File: config.mk
export PLATFORM = sky130hd
export DESIGN_NAME = cdbus_rx_des
export DESIGN_NICKNAME = d
export VERILOG_FILES = /design/src/rtl/cdbus_pkg.sv /design/src/rtl/cdbus_rx_filter.sv /design/src/rtl/cdbus_rx_des.sv
export SDC_FILE = /design/constraint.sdc
export NUM_CORES = 1
export LEC_CHECK = 0
export ABC_CLOCK_PERIOD_IN_PS = 2700
export CAP_MARGIN = 20
export CORE_MARGIN = 4
export CORE_UTILIZATION = 55
export CTS_CLUSTER_DIAMETER = 80
export DETAILED_ROUTE_END_ITERATION = 8
export PLACE_DENSITY = 0.76
export SETUP_SLACK_MARGIN = 0.1
export SLEW_MARGIN = 0
export SYNTH_ARGS = -nofsm -noshare
export SYNTH_HDL_FRONTEND = slang
export SYNTH_HIERARCHICAL = 1
export SYNTH_SLANG_ARGS = --single-unit
File: constraint.sdc
create_clock -name clk_i -period 2.7 [get_ports clk_i]
set_input_delay 0.27 -clock clk_i [delete_from_list [all_inputs] [get_ports clk_i]]
set_output_delay 0.27 -clock clk_i [all_outputs]
set_load 0.02 [all_outputs]
File: src/rtl/cdbus_pkg.sv
// cdbus_pkg
// Shared types and constants for the CDBUS receive front-end.
// Contents: receiver state enum, default parameter widths, frame constants.
package cdbus_pkg;

  localparam int DIV_W_DEF  = 16;
  localparam int IDLE_W_DEF = 8;
  localparam int DATA_BITS  = 8;
  localparam int MIN_DIV    = 3;

  typedef enum logic [2:0] {
    ST_IDLE  = 3'd0,
    ST_START = 3'd1,
    ST_DATA  = 3'd2,
    ST_STOP  = 3'd3,
    ST_BRK   = 3'd4
  } rx_state_e;

endpackage : cdbus_pkg

File: src/rtl/cdbus_rx_filter.sv
// cdbus_rx_filter
// Two-flop synchroniser on the raw rx pin, optional 3-sample majority
// filter, and falling-edge detect on the filtered line.
// Optional feature macro: RX_FILTER_EN (majority filter, +1 cycle latency).
// Ports:
//   clk_i    in   system clock
//   rst_n_i  in   async active-low reset
//   rx       in   raw bus line, asynchronous, idle high
//   rx_f     out  synchronised (and optionally filtered) line
//   fall     out  rx_f was 1 last cycle and is 0 now
module cdbus_rx_filter (
  input  logic clk_i,
  input  logic rst_n_i,
  input  logic rx,
  output logic rx_f,
  output logic fall
);

  logic [1:0] sync_q;
  logic       rx_s;
  logic       rx_f_prev_q;

  always_ff @(posedge clk_i or negedge rst_n_i) begin
    if (!rst_n_i) sync_q <= 2'b11;
    else          sync_q <= {sync_q[0], rx};
  end

  assign rx_s = sync_q[1];

`ifdef RX_FILTER_EN
  logic [1:0] hist_q;
  logic       maj_q;

  // Majority of the current and two previous synchronised samples.
  always_ff @(posedge clk_i or negedge rst_n_i) begin
    if (!rst_n_i) begin
      hist_q <= 2'b11;
      maj_q  <= 1'b1;
    end else begin
      hist_q <= {hist_q[0], rx_s};
      maj_q  <= (rx_s & hist_q[0]) | (rx_s & hist_q[1]) | (hist_q[0] & hist_q[1]);
    end
  end

  assign rx_f = maj_q;
`else
  assign rx_f = rx_s;
`endif

  always_ff @(posedge clk_i or negedge rst_n_i) begin
    if (!rst_n_i) rx_f_prev_q <= 1'b1;
    else          rx_f_prev_q <= rx_f;
  end

  assign fall = rx_f_prev_q & ~rx_f;

endmodule : cdbus_rx_filter

File: src/rtl/cdbus_rx_des.sv
// cdbus_rx_des
// Bit-level receive front-end: deserialises UART-style bytes (1 start,
// 8 data LSB-first, 1 stop), flags bad stop bits, and reports bus idle
// after idle_wait_i bit times of continuous high.
// Optional feature macro: RX_FILTER_EN (passed to cdbus_rx_filter).
// Ports:
//   clk_i         in   system clock
//   rst_n_i       in   async active-low reset
//   rx            in   raw bus line
//   div_i         in   clocks per bit minus 1 (>= 3), latched at start
//   idle_wait_i   in   idle bit times before bus_idle_o; 0 = immediate
//   data_o        out  last good byte
//   data_valid_o  out  one-cycle pulse with a new byte
//   frame_err_o   out  one-cycle pulse on a low stop bit
//   rx_busy_o     out  receiver outside IDLE
//   bus_idle_o    out  bus idle level
//
// state    | meaning
// ST_IDLE  | waiting for a falling edge; idle timer runs while line high
// ST_START | start bit, checked at mid-bit to reject glitches
// ST_DATA  | sampling 8 data bits LSB first
// ST_STOP  | stop bit sample; good byte or framing error
// ST_BRK   | line held low after a framing error; wait for high
module cdbus_rx_des
  import cdbus_pkg::*;
#(
  parameter int DIV_W  = DIV_W_DEF,
  parameter int IDLE_W = IDLE_W_DEF
) (
  input  logic              clk_i,
  input  logic              rst_n_i,
  input  logic              rx,
  input  logic [DIV_W-1:0]  div_i,
  input  logic [IDLE_W-1:0] idle_wait_i,
  output logic [7:0]        data_o,
  output logic              data_valid_o,
  output logic              frame_err_o,
  output logic              rx_busy_o,
  output logic              bus_idle_o
);

  rx_state_e         state_q, state_d;
  logic              rx_f, fall;
  logic [DIV_W-1:0]  div_l_q, cnt_q, idle_pre_q;
  logic [2:0]        bit_idx_q;
  logic [7:0]        shreg_q, data_q;
  logic              valid_q, ferr_q, bus_idle_q;
  logic [IDLE_W-1:0] idle_cnt_q;
  logic              in_frame, tick, start_det;

  cdbus_rx_filter u_filter (
    .clk_i   (clk_i),
    .rst_n_i (rst_n_i),
    .rx      (rx),
    .rx_f    (rx_f),
    .fall    (fall)
  );

  assign in_frame  = (state_q == ST_START) || (state_q == ST_DATA) || (state_q == ST_STOP);
  assign tick      = in_frame && (cnt_q == '0);
  assign start_det = (state_q == ST_IDLE) && fall;

  always_ff @(posedge clk_i or negedge rst_n_i) begin
    if (!rst_n_i) state_q <= ST_IDLE;
    else          state_q <= state_d;
  end

  always_comb begin
    state_d = state_q;
    case (state_q)
      ST_IDLE:  if (fall) state_d = ST_START;
      ST_START: if (tick) state_d = rx_f ? ST_IDLE : ST_DATA;
      ST_DATA:  if (tick && (bit_idx_q == 3'(DATA_BITS - 1))) state_d = ST_STOP;
      ST_STOP:  if (tick) state_d = rx_f ? ST_IDLE : ST_BRK;
      ST_BRK:   if (rx_f) state_d = ST_IDLE;
      default:  state_d = ST_IDLE;
    endcase
  end

  // Bit timer: half a bit to reach mid-start, then a full bit per sample.
  always_ff @(posedge clk_i or negedge rst_n_i) begin
    if (!rst_n_i) begin
      div_l_q   <= '0;
      cnt_q     <= '0;
      bit_idx_q <= '0;
      shreg_q   <= '0;
      data_q    <= '0;
      valid_q   <= 1'b0;
      ferr_q    <= 1'b0;
    end else begin
      valid_q <= 1'b0;
      ferr_q  <= 1'b0;
      if (start_det) begin
        div_l_q <= div_i;
        cnt_q   <= div_i >> 1;
      end else if (in_frame) begin
        if (cnt_q == '0) cnt_q <= div_l_q;
        else             cnt_q <= cnt_q - DIV_W'(1);
      end
      if (tick) begin
        case (state_q)
          ST_START: bit_idx_q <= '0;
          ST_DATA: begin
            shreg_q   <= {rx_f, shreg_q[7:1]};
            bit_idx_q <= bit_idx_q + 3'd1;
          end
          ST_STOP: begin
            if (rx_f) begin
              data_q  <= shreg_q;
              valid_q <= 1'b1;
            end else begin
              ferr_q  <= 1'b1;
            end
          end
          default: ;
        endcase
      end
    end
  end

  // Idle detection: prescaler counts one bit time (div_i + 1 clocks), the
  // bit-time counter saturates once idle_wait_i is reached.
  always_ff @(posedge clk_i or negedge rst_n_i) begin
    if (!rst_n_i) begin
      idle_pre_q <= '0;
      idle_cnt_q <= '0;
      bus_idle_q <= 1'b0;
    end else if (fall) begin
      idle_pre_q <= '0;
      idle_cnt_q <= '0;
      bus_idle_q <= 1'b0;
    end else if ((state_q == ST_IDLE) && rx_f) begin
      if (idle_cnt_q >= idle_wait_i) begin
        bus_idle_q <= 1'b1;
      end else if (idle_pre_q >= div_i) begin
        idle_pre_q <= '0;
        idle_cnt_q <= idle_cnt_q + IDLE_W'(1);
      end else begin
        idle_pre_q <= idle_pre_q + DIV_W'(1);
      end
    end
  end

  assign data_o       = data_q;
  assign data_valid_o = valid_q;
  assign frame_err_o  = ferr_q;
  assign rx_busy_o    = (state_q != ST_IDLE);
  assign bus_idle_o   = bus_idle_q;

endmodule : cdbus_rx_des

* Yosys cells after proc, flatten, opt, wreduce, memory -nomap -nowiden
Cells that the tools add are included.
** Storage, ports and cells
- Register bits after elaboration :: 84
- Bits of input ports :: 27
- Output and inout bits :: 12
** Cells by class
- Add/subtract/negate cells :: 4
- Order comparisons :: 2
- Equal/unequal tests :: 11
- Muxes and demuxes :: 29
- Bitwise operators :: 2
- Reduce and logical (&&, ||, !) cells :: 21
** Operator list (number)
- 2-to-1 mux 16 bit :: 7
- 2-to-1 mux 8 bit :: 4
- 2-to-1 mux 3 bit :: 6
- adder 16 x 1 -> 16 bit, second input constant :: 1
- >= comparator 16 bit :: 1
- logical NOT 16 bit :: 1
- subtractor 16 x 1 -> 16 bit, second input constant :: 1
- one-hot mux 3 bit (5 select lines) :: 1
- nonzero test 2 bit :: 5
- 2-to-1 mux 1 bit :: 9
- adder 8 x 1 -> 8 bit, second input constant :: 1
- >= comparator 8 bit :: 1
- != test 2 bit, second input constant :: 4
- AND reduction 2 bit :: 4
- equality test 3 x 2 -> 1 bit, second input constant :: 2
- equality test 3 bit, second input constant :: 2
- one-hot mux 3 bit (2 select lines) :: 1
- AND reduction 3 bit :: 2
- AND reduction 5 bit :: 1
- logical AND 1 bit :: 4
- != test 2 x 1 -> 1 bit, second input constant :: 2
- adder 3 x 1 -> 3 bit, second input constant :: 1
- equality test 3 x 1 -> 1 bit, second input constant :: 1
- logical NOT 3 bit :: 1
- other kinds (5) :: 6

* Depth between registers and ports, before layout
Gate-level depths: netlist (run 1).
- Word-level depth :: 7
- Mapped depth :: 10

* Modules after synthesis
The synthesis (run 1) kept the hierarchy.
** By module, submodules not included
- cdbus_rx_des :: times used 1, cells each 507, area each 4665.7 µm²
- cdbus_rx_filter :: times used 1, cells each 4, area each 92.6 µm²

* Least setup slack after synthesis (run 1)
No wires, ideal clock.
- Kind :: register -> register
- Start point :: register idle_cnt_q[6]
- End point :: register idle_pre_q[8]
- Arrival :: 2116 ps
- Slack :: 454 ps
- Cell stages (with the launch flop) :: 9
- Path buffers :: 1
- Clock period less this slack :: 2246 ps
- Path through :: dfrtp_1 ha_1 a21o_1 a221o_1 a211oi_4 nor2_1 buf_2 a22oi_1 o31ai_1
** On the way
- Cells in the longest elaborated chain, start to end :: 3
** Ends and longest elaborated chain
- start: declaration :: RTL line cdbus_rx_des.sv:48 : logic [IDLE_W-1:0] idle_cnt_q;
- start signal: assignment :: RTL line cdbus_rx_des.sv:137 : idle_cnt_q <= idle_cnt_q + IDLE_W'(1);
- >= comparator 8 bit :: RTL line cdbus_rx_des.sv:133 : if (idle_cnt_q >= idle_wait_i) begin
- != test 2 bit (no source line)
- AND reduction 2 bit (no source line)
- end signal: assignment :: RTL line cdbus_rx_des.sv:139 : idle_pre_q <= idle_pre_q + DIV_W'(1);
- end: declaration :: RTL line cdbus_rx_des.sv:44 : logic [DIV_W-1:0] div_l_q, cnt_q, idle_pre_q;
No other way between the ends.
A chain may end at the register's enable or synchronous reset.

* Worst setup path in the final report (run 1)
- Start point :: register idle_cnt_q[2]
- End point :: register idle_pre_q[13]
Same word-level chain as after synthesis.

==> run_results.csv, run 1 <==
group,metric,value,unit
timing,clock_skew,0.0114,ns
final_layout,nFillCells,682,
floorplan,ios,39,
clock_tree,cts_tree,"done",
power,powerDensity,745,nW/um^2
floorplan,die_y,101,um
yosys,synthCells,511,
final_layout,drive_above_1_share,10.5,%
timing,hold_violations,0,
yosys,synth-simple-area-share,19.4,%
floorplan,fp-row-count,33,
detailed_routing,drtPass1Iterations,4,
detailed_routing,viasPerCell,5.93,
timing,setup-tns-final,0,ns
min_path,min_path_type,"in2reg",
yosys,synth_fa_ha_area_share,7.89,%
timing,worst_pin_slew,0.754,ns
floorplan,initial_utilization,57.3,%
yosys,ys.flop_type,"dfrtp_1",
setup_path,cp-end-kind,"flip-flop",
setup_path,critPathSlowestCell,"nor2_1",
setup_path,cp.required,2.93,ns
global_route,grt_max_degree,85,
yosys,synth_mux_area_share,3.79,%
min_path,whs_path_depth,1,
final_layout,nets,613,
timing,rsz0062_at_grt,"false",
yosys,synthXorXnorAreaFrac,1.84,%
clock_tree,path_clk_slew,0.09,ns
detailed_routing,antenna_left,0,
setup_path,path_max_fanout,9,
yosys,yosys_warnings,6,
final_layout,syn_to_final_growth,16.1,%
yosys,async_reset_ff_share,100,%
setup_path,cpPeakStageDelay,0.48,ns
timing,post-route-period-util,88.4,%
floorplan,dieArea,10200,um^2
power,leakage,0.00255,uW
setup_path,critPathArrivalTime,2.62,ns
detailed_routing,drcViolationCount,0,
timing,fmax,419,MHz
detailed_routing,drt_iter0_markers,192,
detailed_routing,post_drt_wl_per_cell,15.5,um
detailed_routing,via_count,3951,
yosys,synth_edf_count,0,
timing,slew_headroom,49.7,%
timing,setup_violations,0,
place,placement.io_buffers,38,
floorplan,fp.dieW,101,um
final_layout,antenna_cells,0,
run,maxCapViolCount,0,
clock_tree,root_buffer,"clkbuf_8",
yosys,syn_area_per_cell,9.31,um^2
place,gp_congestion,0.834,
global_route,overflow,0,
clock_tree,h-tree-depth,3,
floorplan,design.core.area,8300,um^2
run_status,status,"completed",
detailed_routing,drt-total-wl,10.3,mm
global_route,grt_pass1_wl,17.9,mm
global_route,antenna_found_initial,0,
clock_tree,clk_path_buf_depth,2,
yosys,synth_top_family_by_area,"simple AND/OR/NAND/NOR gates",
yosys,synth_compound_area_share,18.6,%
clock_tree,cts_made_buffers,9,
clock_tree,cts-resized-gates,0,
yosys,ys_seq_elements,84,
setup_path,critical_path_class,"reg2reg",
timing,period_minus_slack,2.39,ns
timing,whs,0.341,ns
setup_path,r2r_setup_slack,0.31,ns
global_route,grtUsageTotal,21.4,%
setup_path,reg2reg_depth,7,
place,dp_hpwl,7.44,mm
yosys,ys_types,50,
clock_tree,cts.sinks,84,
setup_path,cp-start-kind,"flip-flop",
yosys,syn_nets,568,
clock_tree,worst_skew_pair.late_latency,0.35,ns
yosys,syn_area,4760,um^2
power,peakVddDrop,504,uV
global_route,grt_pass1_vias,3856,
yosys,yosysSeqAreaShare,44.3,%
setup_path,cp_cell_sequence,"ha_1, nand2_1, o21ai_0, a211oi_4, nor2_1, nor2_2, a22o_1",
timing,slew_violations,0,
==> worst max-delay path, delay by kind of cell, from the launching register on <==
family | cells | cell delay [ns]
AOI/OAI and AO/OA | 3 | 0.79
adders and majority gates | 1 | 0.32
DFF | 1 | 0.44
and+or+nand+nor | 3 | 0.74
==> registers in the layout, indices dropped and copies added, names as in the netlist <==
signal and flops:
data_o 8, bit_idx_q 3, idle_cnt_q 8, data_valid_o 1, shreg_q 8, state_q 3
bus_idle_o 1, u_filter/rx_f_prev_q 1, frame_err_o 1, u_filter/sync_q 2, div_l_q 16, cnt_q 16
idle_pre_q 16
==> cells in the final DEF (no fill, tap or decap), types with 5 or more instances in the layout <==
| cell type | count |
|---|---|
| o21ai_0 | 47 |
| nand4_1 | 9 |
| nor2_1 | 37 |
| buf_4 | 11 |
| nand3_1 | 23 |
| a21oi_1 | 31 |
| dfrtp_1 | 81 |
| a22oi_1 | 7 |
| o211ai_1 | 7 |
| a21o_1 | 10 |
| nor3_1 | 8 |
| ha_1 | 30 |
| nand2_1 | 67 |
| inv_1 | 34 |
| mux2_2 | 16 |
| clkdlybuf4s50_1 | 37 |
| a211oi_1 | 5 |
| and3_1 | 6 |
| a22o_1 | 14 |
| xor2_1 | 7 |
| clkbuf_8 | 9 |
==> path summary, 6_finish.rpt <==
kind	to	start
setup / recovery	idle_pre_q[13]$_DFFE_PN0P_	idle_cnt_q[2]$_DFFE_PN0P_
hold / removal	u_filter/sync_q[0]$_DFF_PN1_	rx
hold reg to reg	u_filter/sync_q[1]$_DFF_PN1_	u_filter/sync_q[0]$_DFF_PN1_
min in group asynchronous	idle_pre_q[2]$_DFFE_PN0P_	rst_n_i
max in group asynchronous	u_filter/sync_q[1]$_DFF_PN1_	rst_n_i
setup reg to reg	idle_pre_q[13]$_DFFE_PN0P_	idle_cnt_q[2]$_DFFE_PN0P_
==> Yosys cell counts, types with 4 or more instances <==
cell	instances	area [um^2]
nand3_1	23	115
mux2_2	16	180
ha_1	30	375
dfrtp_1	81	2030
a22o_1	14	123
o21ai_0	47	235
a211oi_1	5	37.5
and3_1	6	37.5
nand2_1	67	251
inv_1	34	128
a21o_1	10	75.1
a21oi_1	31	155
xor2_1	7	61.3
nor2b_1	4	25.0
nor2_1	37	139
or4_1	4	30.0
nand4_1	9	56.3
nor3_1	8	40.0
clkbuf_1	13	48.8
a22oi_1	7	52.6
o31ai_1	4	30.0
o211ai_1	7	52.6
==> cells by family after synthesis <==
logic type	count (synthesis)
adder cells (fa/ha/maj)	30
AO/OA/AOI/OAI	140
multiplexers	16
flip-flops	84
XOR/XNOR	10
buffers and inverters	52
AND/OR/NAND/NOR	179
==> report_power, final <==
group          switching, uW  total, uW  internal, uW
clock                    470        903           433
sequential               387       1970          1580
combinational            652       1240           592
total                   1510       4120          2610
==> area by class of cell <==
type	count	area, um^2	area share, %
Clock buffer	9	124	2.24
Clock inverter	7	75.1	1.36
Inverter	35	131	2.38
Multi-Input combinational cell	375	2450	44.4
Sequential cell	84	2110	38.1
Tap cell	105	131	2.38
Timing Repair Buffer	51	503	9.11
==> through the flow <==
stage | setup slack [ns] | util [%] | power [uW] | cell area (um^2) | std cells
finish | 0.312 | 66.6 | 4120 | 5520 | 666
global route | 0.101 | 66.6 | 4430 | 5520 | 666
CTS | 0.315 | 66.2 | 4130 | 5490 | 664
detailed placement | 0.0188 | 63.8 | 3220 | 5300 | 648
global placement | 0.0656 | 63.8 | 3140 | 5300 | 648
floorplan | 0.454 | - | 2830 | 4760 | 511
==> timing repair <==
action | in CTS | in global routing
endpoints found under the hold margin | 0 | 42
setup buffers | 0 | 0
hold buffers | 0 | 1
==> metal layers <==
layer / wire length (um) / vias to the layer above / track usage (%) / part of all wire [%]
met2: 5090 / 105 / 35.4 / 49
li1: - / 1926 / - / -
met1: 4620 / 1910 / 29.3 / 45
met3: 532 / 10 / 4.29 / 5.2
met4: 79 / 0 / 4.29 / 0.77
met5: 0 / - / 0 / 0
(Power assumes the default switching activity.)
==> run 2: changes to the inputs <==
CORE_MARGIN = default   (was 4)
==> run 2 against run 1 <==
  * Sequential power barely moved
  * Global-route usage rose by 4.1 points
  * Combinational power barely moved
  * Clock-buffer cell count rose by 1
  * Non-clock buffer count rose by 2
  * Total power fell by 1.9%
  * First-iteration DRC count rose by 5.2%
  * Utilization fell by 0.090 points
  * Wire length rose by 2.1%
  * Final cell count rose by 0.30%
  * Critical endpoint is now idle_pre_q[14]$_DFFE_PN0P_
==> run_results.csv, run 2 (synthesis results as in run 1) <==
group,metric,value,unit
clock_tree,worst_skew_pair.late_latency,0.36,ns
final_layout,utilization,66.5,%
timing,hold_violations,0,
min_path,min_path_type,"in2async",
timing,slew_headroom,49.9,%
clock_tree,cts_setup_buffers,0,
clock_tree,path_clk_slew,0.09,ns
final_layout,final_common_cell,"dfrtp_1",
detailed_routing,post_drt_wl_per_cell,15.8,um
setup_path,cp-end-kind,"flip-flop",
setup_path,cp.required,2.95,ns
clock_tree,h-tree-depth,3,
floorplan,fp-row-count,33,
timing,fmax,420,MHz
timing,post-route-period-util,88.2,%
setup_path,cp-startpoint,"idle_cnt_q[6]$_DFFE_PN0P_",
place,gp_congestion,0.854,
run_status,status,"completed",
power,leakage,0.00254,uW
clock_tree,clk_path_buf_depth,2,
place,dp_hpwl,7.50,mm
detailed_routing,drt-total-wl,10.5,mm
global_route,antenna_found_initial,0,
final_layout,nets,615,
global_route,grt_pass1_vias,3733,
power,powerDensity,732,nW/um^2
final_layout,final_cell_mix,"dfrtp_1 (81), nand2_1 (67), o21ai_0 (47)",
final_layout,drive_above_1_share,10.8,%
setup_path,critPathArrivalTime,2.63,ns
setup_path,cp-start-kind,"flip-flop",
clock_tree,root_buffer,"clkbuf_8",
timing,setup-tns-final,0,ns
setup_path,critical_path_class,"reg2reg",
setup_path,path_max_fanout,6,
clock_tree,cts.sinks,84,
global_route,grtUsageTotal,25.5,%
setup_path,critPathSlowestCell,"dfrtp_1",
timing,setup_violations,0,
clock_tree,cts_made_buffers,9,
floorplan,ios,39,
floorplan,fp.dieW,95.0,um
floorplan,design.core.area,8300,um^2
place,placement.io_buffers,38,
detailed_routing,drt_iter0_markers,202,
timing,fin_ws,0.319,ns
floorplan,initial_utilization,57.3,%
global_route,overflow,0,
detailed_routing,viasPerCell,5.90,
detailed_routing,drcViolationCount,0,
run,maxCapViolCount,0,
setup_path,r2r_start,"idle_cnt_q[6]$_DFFE_PN0P_",
detailed_routing,antenna_left,0,
place,place_ws,0.00475,ns
final_layout,syn_to_final_growth,15.9,%
timing,worst_pin_slew,0.752,ns
clock_tree,cts_tree,"done",
final_layout,nFillCells,673,
global_route,grt_pass1_wl,17.8,mm
global_route,grt_max_degree,75,
power,peakVddDrop,377,uV
setup_path,cp_cell_sequence,"ha_1, a21o_1, a221o_1, a211oi_4, buf_4, or2_2, nand2_1, o311ai_1",
floorplan,dieArea,9030,um^2
detailed_routing,via_count,3940,
floorplan,die_y,95.0,um
setup_path,cpPeakStageDelay,0.44,ns
final_layout,antenna_cells,0,
timing,slew_violations,0,
final_layout,reg_top3,"cnt_q x16, div_l_q x16, idle_pre_q x16",
timing,period_minus_slack,2.38,ns
detailed_routing,drtPass1Iterations,5,
timing,clock_skew,0.0162,ns
timing,rsz0062_at_grt,"false",
run 2: cell count changes in the layout (fill, tap and decap cells not counted), sizes merged:
cell,before,now
buf,13,15
bufinv,1,0
clkbuf,9,10
clkinv,6,2
clkinvlp,0,2
inv,35,37
run 2: metal layers:
layer	global-route usage [%]	vias up	wire, um
li1	-	1931	-
met1	35.0	1904	4910
met2	41.6	90	5140
met3	3.27	15	340
met4	8.71	0	142
met5	0	-	0
run 2: worst max-delay path, delay by kind of cell (launching register included):
| kind | cells | cell delay, ns |
|---|---|---|
| AO/OA/AOI/OAI | 4 | 1.08 |
| adder cells (fa/ha/maj) | 1 | 0.31 |
| buffers and inverters | 1 | 0.16 |
| flip-flops | 1 | 0.44 |
| AND/OR/NAND/NOR | 2 | 0.29 |
run 2: worst paths after layout:
path / cells past startpoint / endpoint / slack, ns
setup / recovery: 8 / idle_pre_q[14]$_DFFE_PN0P_ / 0.32
hold / removal: 2 / idle_cnt_q[3]$_DFFE_PN0P_ / 0.28
setup reg to reg: 8 / idle_pre_q[14]$_DFFE_PN0P_ / 0.32
hold reg to reg: 0 / u_filter/sync_q[1]$_DFF_PN1_ / 0.36
max in group asynchronous: 3 / u_filter/rx_f_prev_q$_DFF_PN1_ / 1.75
min in group clk_i: 1 / u_filter/sync_q[0]$_DFF_PN1_ / 0.32
run 2: power by group:
| group | internal (uW) | leakage [uW] | switching, uW | total [uW] |
|---|---|---|---|---|
| clock network | 343 | 0.0000837 | 478 | 821 |
| registers | 1580 | 0.00107 | 393 | 1980 |
| logic | 596 | 0.00138 | 648 | 1240 |
| total | 2520 | 0.00254 | 1520 | 4040 |
run 2: final cells by class:
class	instances	area, um^2	area share, %
Clock buffer	10	128	2.31
Sequential cell	84	2110	38.2
Timing Repair Buffer	53	518	9.39
Clock inverter	6	46.3	0.839
Tap cell	105	131	2.38
Multi-Input combinational cell	375	2460	44.5
Inverter	35	131	2.38
run 2: repair_timing:
item | 4_1_cts | 5_1_grt
hold buffers | 1 | 0
resized for setup | 0 | 1
setup endpoints to repair | 0 | 4
hold endpoints to repair | 10 | 0
run 2: metrics by stage:
| stage | std cells | hold slack (ns) | area [um^2] | power, uW |
|---|---|---|---|---|
| finish | 668 | 0.285 | 5520 | 4040 |
| detailed placement | 651 | 0.124 | 5330 | 3230 |
| global route | 668 | 0.292 | 5520 | 4340 |
| floorplan | 511 | -0.0256 | 4760 | 2830 |
| global placement | 651 | 0.123 | 5330 | 3150 |
| CTS | 668 | 0.270 | 5510 | 4060 |
==> run 3: changes to the inputs <==
CORE_MARGIN = 5   (was default)
RECOVER_POWER = 25   (was default)
==> run 3 against run 2 <==
  * Combinational power barely moved
  * Critical path depth is the same
  * Maximum frequency is 2.0% lower
  * Clock-buffer cell count is 1 lower
  * Sequential cell count stayed put
  * Total power increased by 7.2%
  * Final cell count grew 0.15%
  * Design area rose by 0.93%
  * Wire length is 0.79% lower
  * Global-route usage decreased by 4.2 points
  * Clock power increased by 36%
  * Setup slack lost 0.048 ns
  * Critical endpoint unchanged
==> run_results.csv, run 3 (synthesis results as in run 1) <==
group,metric,value,unit
run_status,status,"completed",
setup_path,cp.required,2.95,ns
timing,rsz0062_at_grt,"true",
clock_tree,worst_skew_pair.late_latency,0.36,ns
final_layout,syn_to_final_growth,17.0,%
floorplan,die_y,103,um
clock_tree,path_clk_slew,0.09,ns
final_layout,final_common_cell,"dfrtp_1",
setup_path,critPathArrivalTime,2.68,ns
detailed_routing,antenna_left,0,
detailed_routing,post_drt_wl_per_cell,15.6,um
floorplan,initial_utilization,55.4,%
place,placement.io_buffers,38,
timing,slew_headroom,26.5,%
timing,period_minus_slack,2.43,ns
global_route,overflow,0,
clock_tree,cts_tree,"done",
detailed_routing,drt_iter0_markers,157,
detailed_routing,via_count,3894,
final_layout,antenna_cells,0,
floorplan,dieArea,10600,um^2
global_route,use_met2,35.2,%
global_route,grtUsageTotal,21.2,%
timing,slew_violations,0,
final_layout,utilization,64.8,%
clock_tree,clk_path_buf_depth,2,
timing,hold_violations,0,
final_layout,final_cell_mix,"dfrtp_1 (81), nand2_1 (67), o21ai_0 (47)",
timing,post-route-period-util,90.0,%
clock_tree,cts_setup_buffers,0,
setup_path,path_max_fanout,8,
final_layout,reg_top3,"cnt_q x16, div_l_q x16, idle_pre_q x16",
final_layout,nets,613,
setup_path,cp-end-kind,"flip-flop",
timing,whs,0.365,ns
place,gp_congestion,0.909,
power,powerDensity,777,nW/um^2
timing,clock_skew,0.0144,ns
detailed_routing,drt-total-wl,10.4,mm
setup_path,critical_path_class,"reg2reg",
power,peakVddDrop,402,uV
setup_path,cp-start-kind,"flip-flop",
clock_tree,cts_made_buffers,9,
min_path,min_path_type,"reg2reg",
global_route,grt_max_degree,44,
global_route,grt_pass1_wl,17.9,mm
global_route,grt_pass1_vias,3831,
power,leakage,0.00256,uW
detailed_routing,drtPass1Iterations,5,
setup_path,cp_top_family,"compound AO/OA/AOI/OAI gates",
clock_tree,root_buffer,"clkbuf_8",
detailed_routing,viasPerCell,5.82,
setup_path,cpPeakStageDelay,0.44,ns
setup_path,critPathSlowestCell,"dfrtp_1",
timing,setup_violations,0,
floorplan,ios,39,
global_route,gr-usage-met1,28.7,%
run,maxCapViolCount,0,
setup_path,worst-path-buf-inv,1,
floorplan,fp.dieW,103,um
setup_path,cp_cell_sequence,"ha_1, a21o_1, a221o_1, a211oi_4, buf_4, or2_2, nand2_1, o311ai_1",
detailed_routing,drcViolationCount,0,
timing,worst_pin_slew,1.10,ns
global_route,antenna_found_initial,0,
clock_tree,h-tree-depth,3,
clock_tree,cts.sinks,84,
global_route,grt-busiest-layer,"met2",
timing,fmax,412,MHz
floorplan,fp-row-count,34,
global_route,grt_util_met3,3.11,%
place,dp_hpwl,7.63,mm
floorplan,design.core.area,8590,um^2
final_layout,drive_above_1_share,10.5,%
[run 3: changes by cell type in the layout (fill, tap and decap cells not counted), sizes merged]
cell           delta
buf               -4
bufinv            +3
clkbuf            +1
clkdlybuf4s50     -1
clkinvlp          -2
dlygate4sd3       +1
[run 3: metal layers]
| metal | vias to the layer above | share of wire [%] |
|---|---|---|
| li1 | 1917 | - |
| met5 | - | 0 |
| met1 | 1882 | 45 |
| met4 | 0 | 1.1 |
| met2 | 84 | 50 |
| met3 | 11 | 4.2 |
[run 3: power by group]
part / switching, uW / internal, uW
combinational: 640 / 585
sequential: 398 / 1580
clock: 492 / 632
total: 1530 / 2800
[run 3: area by class of cell]
class                   count  area [um^2]
fillers                   696         3030
inverters                  35          131
well taps                 108          135
flip-flops and latches     84         2110
multi-input cells         375         2460
repair buffers             51          485
clock buffers               9          124
clock inverters             7          130
[run 3: path summary, 6_finish.rpt]
check	from	depth (start not counted)	endpoint	slack (ns)
setup / recovery	idle_cnt_q[6]$_DFFE_PN0P_	8	idle_pre_q[14]$_DFFE_PN0P_	0.27
hold / removal	u_filter/sync_q[0]$_DFF_PN1_	0	u_filter/sync_q[1]$_DFF_PN1_	0.36
setup reg to reg	idle_cnt_q[6]$_DFFE_PN0P_	8	idle_pre_q[14]$_DFFE_PN0P_	0.27
hold reg to reg	u_filter/sync_q[0]$_DFF_PN1_	0	u_filter/sync_q[1]$_DFF_PN1_	0.36
max in group asynchronous	rst_n_i	3	u_filter/sync_q[0]$_DFF_PN1_	0.94
min in group asynchronous	rst_n_i	2	cnt_q[6]$_DFFE_PN0P_	0.65
[run 3: timing repair]
item / in CTS / in global routing
endpoints found under the setup margin: 0 / 7
endpoints found under the hold margin: 41 / 0
resized for setup: 0 / 1
hold buffers: 1 / 0
[run 3: per-stage QoR]
stage / setup TNS, ns / instances / area (um^2) / power, uW / worst slack (ns)
finish: 0 / 669 / 5570 / 4330 / 0.270
global placement: 0 / 652 / 5310 / 3150 / 0.0522
detailed placement: -0.143 / 652 / 5310 / 3220 / -0.0514
floorplan: 0 / 511 / 4760 / 2830 / 0.454
global route: 0 / 669 / 5570 / 4660 / 0.0828
CTS: 0 / 669 / 5570 / 4350 / 0.289
==> patch, RTL diff (settings of run 3) <==
The option `RX_FILTER_EN` is turned on by a define.
--- a/src/rtl/cdbus_rx_filter.sv
+++ b/src/rtl/cdbus_rx_filter.sv
@@ -9,4 +9,6 @@
 //   rx_f     out  synchronised (and optionally filtered) line
 //   fall     out  rx_f was 1 last cycle and is 0 now
+`define RX_FILTER_EN
+
 module cdbus_rx_filter (
   input  logic clk_i,
Check against the original RTL: not equivalent (Yosys sat finds a counterexample within 4 cycles, from zero or initial values and one cycle with rst_n_i low).
==> patch against run 3 <==
- area after synthesis grew 1.7%
- design area grew 1.9%
- critical path depth is the same
- worst setup slack gained 61 ps
- sequential cell count grew 3
- maximum frequency grew 2.6%
- cell count grew 0.90%
- wire length grew 0.13%
- total power grew 2.6%
- non-clock buffer count grew 2
- critical endpoint is now idle_cnt_q[7]
- largest power group unchanged
- highest routed layer unchanged
==> patch: results (changes against run 3) <==
- First-pass GRT wire length: 18.2 mm (+1.2%)
- WHS: 368 ps (+2.88 ps)
- Status: completed
- Static Leak: 2.60 nW (+1.6%)
- Global-route met3 utilization: 3.23% (+0.12 points)
- Routing usage on met2: 31.8% (-3.4 points)
- Fillers: 688 (-1.1%)
- Post-synthesis area per instance: 9.40 sq um (+0.95%)
- Met3 wire length: 479 um (+8.1%)
- Seq/Total Area, Yosys: 45.1% (+0.87 points)
- Fin nets: 619 (+0.98%)
- Delay-heaviest family, CP: simple AND/OR/NAND/NOR gates
- RD Place Congestion: 0.875 (-3.8%)
- Layout cell share with drive strength beyond 1: 10.6% (+0.065 points)
- Worst reg2reg setup slack: 330 ps (+60 ps)
- Met1 Use GR: 27.2% (-1.6 points)
- Placed Area: 5420 sq um (+2.1%)
- Crit path from: idle_cnt_q[5]
- Crit path DAT: 2670 ps (about the same)
- Cell Int Power: 2.86 mW (+2.4%)
- Combinational cell power: 1.26 mW (+3%)
- Syn_nets: 572 (+0.70%)
- Peak VDD IR: 0.000339 V (-16%)
- Wire per inst: 15.5 um (-0.76%)
- Switch share: 35.5% (+0.16 points)
- Via count: 3948 (+1.4%)
- Total GRT Usage: 19.9% (-1.3 points)
- DP HPWL: 7.58 mm (-0.61%)
==> patch: cell count changes after synthesis, sizes merged <==
cell   delta
dfstp     +3
maj3      +1
==> patch: area by class of cell <==
| cell class | instances | area, sq um | share of cell area, % |
|---|---|---|---|
| Multi-Input combinational cell | 376 | 2460 | 43.3 |
| Inverter | 35 | 131 | 2.32 |
| Timing Repair Buffer | 53 | 515 | 9.08 |
| Clock inverter | 7 | 128 | 2.25 |
| Tap cell | 108 | 135 | 2.38 |
| Clock buffer | 9 | 124 | 2.18 |
| Sequential cell | 87 | 2180 | 38.5 |
==> patch: kinds of logic (layout without fill, tap and decap cells) <==
group	after synthesis	in the layout	synth area share, %
DFF	87	87	45.1
AOI/OAI and AO/OA	140	140	18.3
muxes	16	16	3.72
buffers and inverters	52	104	4.11
and+or+nand+nor	179	179	18.9
xor gates and xnor gates	10	10	1.81
adders and majority gates	31	31	7.99
==> patch: timing repair <==
action | in CTS | in global routing
endpoints found under the hold margin | 37 | 0
hold buffers | 1 | 0
endpoints found under the setup margin | 0 | 0
